## src/rtl/activation_sequencer.sv

```systemverilog
// Row sequencer for the shared Sigmoid/ReLU units behind the systolic array.
// Accepts a tile of rows, selects the latched activation and registers each result.
module activation_sequencer #(
    parameter int unsigned DATA_WIDTH = 12,
    parameter int unsigned SA_LENGTH  = 7,
    parameter int unsigned S          = 7,
    parameter int unsigned ROW_CNT_W  = 8
) (
    input  logic                            clk,
    input  logic                            rst_n,
    input  logic                            start,
    input  logic [1:0]                      mode,
    input  logic [ROW_CNT_W-1:0]            num_rows,
    output logic                            busy,
    output logic                            done,
    input  logic [SA_LENGTH*DATA_WIDTH-1:0] in_row,
    input  logic                            in_valid,
    output logic                            in_ready,
    output logic [SA_LENGTH*DATA_WIDTH-1:0] act_in,
    output logic                            act_relu_en,
    output logic                            act_sig_en,
    input  logic [SA_LENGTH*DATA_WIDTH-1:0] relu_out,
    input  logic [SA_LENGTH*DATA_WIDTH-1:0] sig_out,
    output logic [SA_LENGTH*DATA_WIDTH-1:0] out_row,
    output logic                            out_valid,
    input  logic                            out_ready
);

    // The fraction width only matters to the activation units; reject nonsense at elaboration.
    if (S >= DATA_WIDTH) begin : g_bad_frac
        $error("fraction bits must be narrower than the element width");
    end

    typedef enum logic [1:0] {StIdle, StRun, StDrain, StDone} state_e;

    state_e                          state_q, state_d;
    logic [1:0]                      mode_q, mode_d;
    logic [ROW_CNT_W-1:0]            num_rows_q, num_rows_d;
    logic [ROW_CNT_W-1:0]            cnt_q, cnt_d;
    logic [SA_LENGTH*DATA_WIDTH-1:0] out_row_q;
    logic                            out_valid_q;
    logic [SA_LENGTH*DATA_WIDTH-1:0] act_row;
    logic                            accept;

    assign in_ready    = (state_q == StRun) && (!out_valid_q || out_ready);
    assign accept      = in_valid && in_ready;
    assign busy        = (state_q == StRun) || (state_q == StDrain);
    assign done        = (state_q == StDone);
    assign act_in      = in_row;
    assign act_sig_en  = accept && (mode_q == 2'd2);
    assign act_relu_en = accept && (mode_q == 2'd1);
    assign out_row     = out_row_q;
    assign out_valid   = out_valid_q;

    always_comb begin
        state_d    = state_q;
        mode_d     = mode_q;
        num_rows_d = num_rows_q;
        cnt_d      = cnt_q;
        unique case (state_q)
            StIdle: begin
                if (start) begin
                    mode_d     = mode;
                    num_rows_d = num_rows;
                    cnt_d      = '0;
                    state_d    = (num_rows != '0) ? StRun : StDone;
                end
            end
            StRun: begin
                if (accept) begin
                    cnt_d = cnt_q + 1'b1;
                    if (cnt_q == num_rows_q - 1'b1) begin
                        state_d = StDrain;
                    end
                end
            end
            StDrain: begin
                if (out_valid_q && out_ready) begin
                    state_d = StDone;
                end
            end
            StDone:  state_d = StIdle;
            default: state_d = StIdle;
        endcase
    end

    // Reserved mode 3 falls through to bypass.
    always_comb begin
        act_row = in_row;
        unique case (mode_q)
            2'd1:    act_row = relu_out;
            2'd2:    act_row = sig_out;
            default: act_row = in_row;
        endcase
    end

    always_ff @(posedge clk or negedge rst_n) begin
        if (!rst_n) begin
            state_q    <= StIdle;
            mode_q     <= 2'd0;
            num_rows_q <= '0;
            cnt_q      <= '0;
        end else begin
            state_q    <= state_d;
            mode_q     <= mode_d;
            num_rows_q <= num_rows_d;
            cnt_q      <= cnt_d;
        end
    end

    // Single-entry output stage; a new accept may refill it in the cycle it drains.
    always_ff @(posedge clk or negedge rst_n) begin
        if (!rst_n) begin
            out_row_q   <= '0;
            out_valid_q <= 1'b0;
        end else if (accept) begin
            out_row_q   <= act_row;
            out_valid_q <= 1'b1;
        end else if (out_ready) begin
            out_valid_q <= 1'b0;
        end
    end

endmodule

```

## config.mk

```make
export PLATFORM = sky130hd
export DESIGN_NAME = activation_sequencer
export DESIGN_NICKNAME = d
export VERILOG_FILES = /design/src/rtl/activation_sequencer.sv
export SDC_FILE = /design/constraint.sdc
export NUM_CORES = 1
export LEC_CHECK = 0
export ABC_AREA = 0
export CELL_PAD_IN_SITES_DETAIL_PLACEMENT = 0
export CELL_PAD_IN_SITES_GLOBAL_PLACEMENT = 1
export CORE_AREA = 5 5 168 170
export CTS_CLUSTER_DIAMETER = 40
export DETAILED_ROUTE_END_ITERATION = 8
export DIE_AREA = 0 0 173 175
export PLACE_DENSITY = 0.89
export SKIP_LAST_GASP = 1
export SLEW_MARGIN = 20
export SYNTH_ARGS = -nofsm -noshare
export SYNTH_HDL_FRONTEND = slang
export SYNTH_SLANG_ARGS = --single-unit
```

## constraint.sdc

```tcl
create_clock -name clk -period 3.41 [get_ports clk]
set_clock_uncertainty 0.05 [all_clocks]
set_input_delay 0.5115 -clock clk [delete_from_list [all_inputs] [get_ports clk]]
set_output_delay 0.5115 -clock clk [all_outputs]
set_load 0.02 [all_outputs]
```

==> impl_summary.txt <==
----------------------------------------------------
[Worst setup path]
  Crit-path max cell delay ... roughly 0.60 ns
  Data required time of the worst path ... 2.85 ns
  Category of the worst setup path launch point ... register
  CP Data Arrival Time ... 2.29 ns
  Critical path, cell by cell ... inv_1 -> ha_1 -> and2_1 -> and3_1 -> clkdlybuf4s50_1
  Crit Path Category ... register to output pin
  Worst path slowest cell ... sky130_fd_sc_hd__clkdlybuf4s50_1
  Endpoint kind of the worst setup timing path ... output pin
  CP Max Fanout ... 8
  Minimum setup slack among reg-to-reg paths ... 1.03 ns

[Power and ir drop]
  Static leakage power ... 4.12 nW
  Power per Cell Area ... 372 nW/um^2
  IR Drop Worst-Case VDD ... 0.000209 V

[STA]
  Final min period ... 2.85 ns
  Final-layout setup total negative slack ... 0 ns
  Unrepaired setup endpoints after global routing ... false
  Minimum setup slack in the final design ... 0.560 ns
  Slew at the pin with the worst max-slew slack ... 0.689 ns
  Share of the clock period used by the worst path ... 83.6%
  Number of pins exceeding their max-slew limit in the final report ... 0
  WHS ... 0.127 ns
  Maximum achievable frequency ... 0.351 GHz
  Final setup violation count ... 0
  Max-slew headroom at the worst pin ... a little over half
  Final hold violation count ... 0

[Synthesis]
  Area fraction of the dominant cell type after synthesis ... between 40 and 50%
  Number of warnings reported in the yosys synthesis log ... 0
  Post-Syn Area per Cell ... 8.24 um^2
  Largest cells by area after synthesis ... sky130_fd_sc_hd__dfrtp_1 (41%), sky130_fd_sc_hd__a22oi_1 (10%), sky130_fd_sc_hd__buf_4 (9.9%)
  Net count of the mapped netlist ... 1048
  Flip-flop and latch count after synthesis ... 105
  Number of standard cells after synthesis ... 772
  Most frequently used cell type in the post-synthesis netlist ... sky130_fd_sc_hd__dfrtp_1
  Largest area contributor in the synthesized netlist ... sky130_fd_sc_hd__dfrtp_1
  Count of flip-flops with a built-in enable after synthesis ... 0
  Fraction of the yosys area taken by sequential cells ... between 40% and 50%
  Most numerous cell types in the synthesized netlist ... sky130_fd_sc_hd__dfrtp_1 (105), sky130_fd_sc_hd__nor2_1 (97), sky130_fd_sc_hd__nand2_1 (93), sky130_fd_sc_hd__a21oi_1 (85), sky130_fd_sc_hd__a22oi_1 (85)
  Post-Synthesis Cell Area ... 6360 um^2
  Primary FF master, synth ... sky130_fd_sc_hd__dfrtp_1
  Share of flip-flops with an asynchronous set or reset ... 100%
  Count of different cell masters after synthesis ... 40

[Placed design]
  Routability cong. ... 0.814
  Count of port buffers added during placement ... 440
  Number of cells in the design after placement ... 1421
  HPWL after detailed placement ... 20000 um
  Post-placement setup slack ... roughly 0.7 ns

[Clocking]
  Sink Count ... ~110
  Post-CTS setup-driven buffer insertion count ... 0
  Clock-pin slew of the registers on the worst-case setup and hold paths ... 0.08 ns
  Clk root buf ... sky130_fd_sc_hd__clkbuf_16
  Number of buffers added by the clock tree synthesis step ... 9
  CTS tree ... built
  Source-to-sink clock delay at the later pin of the worst-skew pair ... 0.35 ns
  Max Buffers Root-to-Sink ... 2
  H-Tree Level Count ... 3
  # resized after CTS ... 0
  Hold buffers post-CTS ... 0

[Status]
  Run status ... complete, no violations

[Min path]
  Worst hold path type ... input pin to async pin

[Route]
  Number of nets with antenna violations after detailed routing ... 0
  Wire length after detailed routing ... ~25000 um
  DR vias/cell ... between 4 and 5
  DRC violation count after routing ... 0
  1st-iter DRT viols ... around 250
  Detailed Routing Iterations Pass 1 ... 4
  Avg WL per Cell ... 17.5 um
  Vias after detailed routing ... roughly 6600

[GRT]
  Number of antenna violations at the first check in global routing ... 2
  First-pass GRT wire length ... 38200 um
  Remaining global-route overflow ... 0
  Total track usage ... 15.8%
  Largest net degree at the start of global routing ... 100
  Vias in the first global route ... 6852

[Finish]
  Final Non-Filler Cells ... 1439
  Layout Area Growth over Synthesis ... 70.3%
  Layout net count ... 1367
  Filler Cell Count ... 2707
  Proportion of layout cells with a drive suffix above 1 ... 3.74%

[Floorplanning]
  Height of the die ... about 180 um
  Ports placed on the boundary ... about 440
  Die width ... 173 um
  Core region area ... between 20000 and 30000 um^2
  DIE AREA ... approximately 30000 um^2
  Row count ... 60
  Initial Utilization ... 23.9%

[Flow run]
  Total of max-cap violations ... 0

----------------------------------------------------
[registers in the layout (all words and copies together), names as in the netlist]
register,count
cnt_q,8
mode_q,2
out_valid,1
state_q,2
out_row,84
num_rows_q,8
[per-layer routing]
metal	wire length (um)	GRT usage (%)
met3	1540	3.81
met1	10100	18.3
met2	13000	28.6
met5	0	0
met4	583	5.32
[cell families (layout without fill, tap and decap cells)]
| family | after synthesis | count (layout) | share of synthesized area [%] |
|---|---|---|---|
| adder cells (fa/ha/maj) | 9 | 9 | 1.77 |
| AND/OR/NAND/NOR | 218 | 218 | 14.5 |
| multiplexers | 12 | 12 | 2.08 |
| buffers and inverters | 149 | 473 | 13.8 |
| other | 0 | 2 | 0 |
| XOR/XNOR | 16 | 16 | 2.20 |
| flip-flops | 105 | 105 | 41.3 |
| AO/OA/AOI/OAI | 263 | 263 | 24.4 |
[report_power, final]
part	switching [mW]	internal, mW	leakage, nW
registers	0.116	1.41	1.31
clock network	0.510	0.655	0.164
logic	0.614	0.723	2.65
total	1.24	2.79	4.12
[placed cells by master (no fill, tap or decap), types with 3 or more instances in the layout]
master | synthesis | final
sky130_fd_sc_hd__clkdlybuf4s50_1 | 0 | 439
sky130_fd_sc_hd__dfrtp_1 | 105 | 105
sky130_fd_sc_hd__nor2_1 | 97 | 97
sky130_fd_sc_hd__nand2_1 | 93 | 92
sky130_fd_sc_hd__a22oi_1 | 85 | 85
sky130_fd_sc_hd__a21oi_1 | 85 | 85
sky130_fd_sc_hd__o21ai_1 | 63 | 63
sky130_fd_sc_hd__o21ai_0 | 23 | 23
sky130_fd_sc_hd__inv_1 | 9 | 9
sky130_fd_sc_hd__clkbuf_16 | 0 | 9
sky130_fd_sc_hd__mux2_2 | 8 | 8
sky130_fd_sc_hd__xor2_1 | 8 | 8
sky130_fd_sc_hd__xnor2_1 | 8 | 8
sky130_fd_sc_hd__ha_1 | 9 | 7
sky130_fd_sc_hd__and3_1 | 6 | 6
sky130_fd_sc_hd__buf_12 | 0 | 5
sky130_fd_sc_hd__buf_4 | 84 | 4
sky130_fd_sc_hd__nand2b_1 | 3 | 3
[final timing paths]
kind,start,to,cells after the start
max,state_q[1]$_DFFE_PN0P_,act_sig_en,5
min,rst_n,out_row[78]$_DFFE_PN0P_,1
max reg2reg,state_q[1]$_DFFE_PN0P_,cnt_q[5]$_DFFE_PN0P_,8
min reg2reg,out_row[65]$_DFFE_PN0P_,out_row[65]$_DFFE_PN0P_,2
max in group asynchronous,rst_n,out_row[24]$_DFFE_PN0P_,2
min in group clk,out_row[65]$_DFFE_PN0P_,out_row[65]$_DFFE_PN0P_,2
[critical path, delay by kind of cell, from the launching register on]
family | cells | cell delay (ns)
adder cells (fa/ha/maj) | 1 | 0.33
buffers and inverters | 2 | 0.73
flip-flops | 1 | 0.40
AND/OR/NAND/NOR | 2 | 0.46
[stage by stage]
| step | power [mW] | area (um^2) | util (%) |
|---|---|---|---|
| 6_report | 4.03 | 10800 | 40.8 |
| 5_1_grt | 4.24 | 10800 | 40.8 |
| 4_1_cts | 4.11 | 10800 | 40.7 |
| 3_5_place_dp | 2.90 | 10500 | 39.5 |
| 3_3_place_gp | 2.89 | 10500 | 39.5 |
| 2_1_floorplan | 2.12 | 6360 | - |
[final cells by class]
| cell class | count | area [um^2] | area share, % |
|---|---|---|---|
| Antenna cell | 2 | 5.00 | 0.0462 |
| Timing Repair Buffer | 448 | 4520 | 41.8 |
| Multi-Input combinational cell | 518 | 2890 | 26.7 |
| Clock inverter | 7 | 101 | 0.935 |
| Tap cell | 341 | 427 | 3.94 |
| Sequential cell | 105 | 2630 | 24.3 |
| Clock buffer | 9 | 225 | 2.08 |
| Inverter | 9 | 33.8 | 0.312 |
No activity file was read; power rests on OpenSTA's default activity.
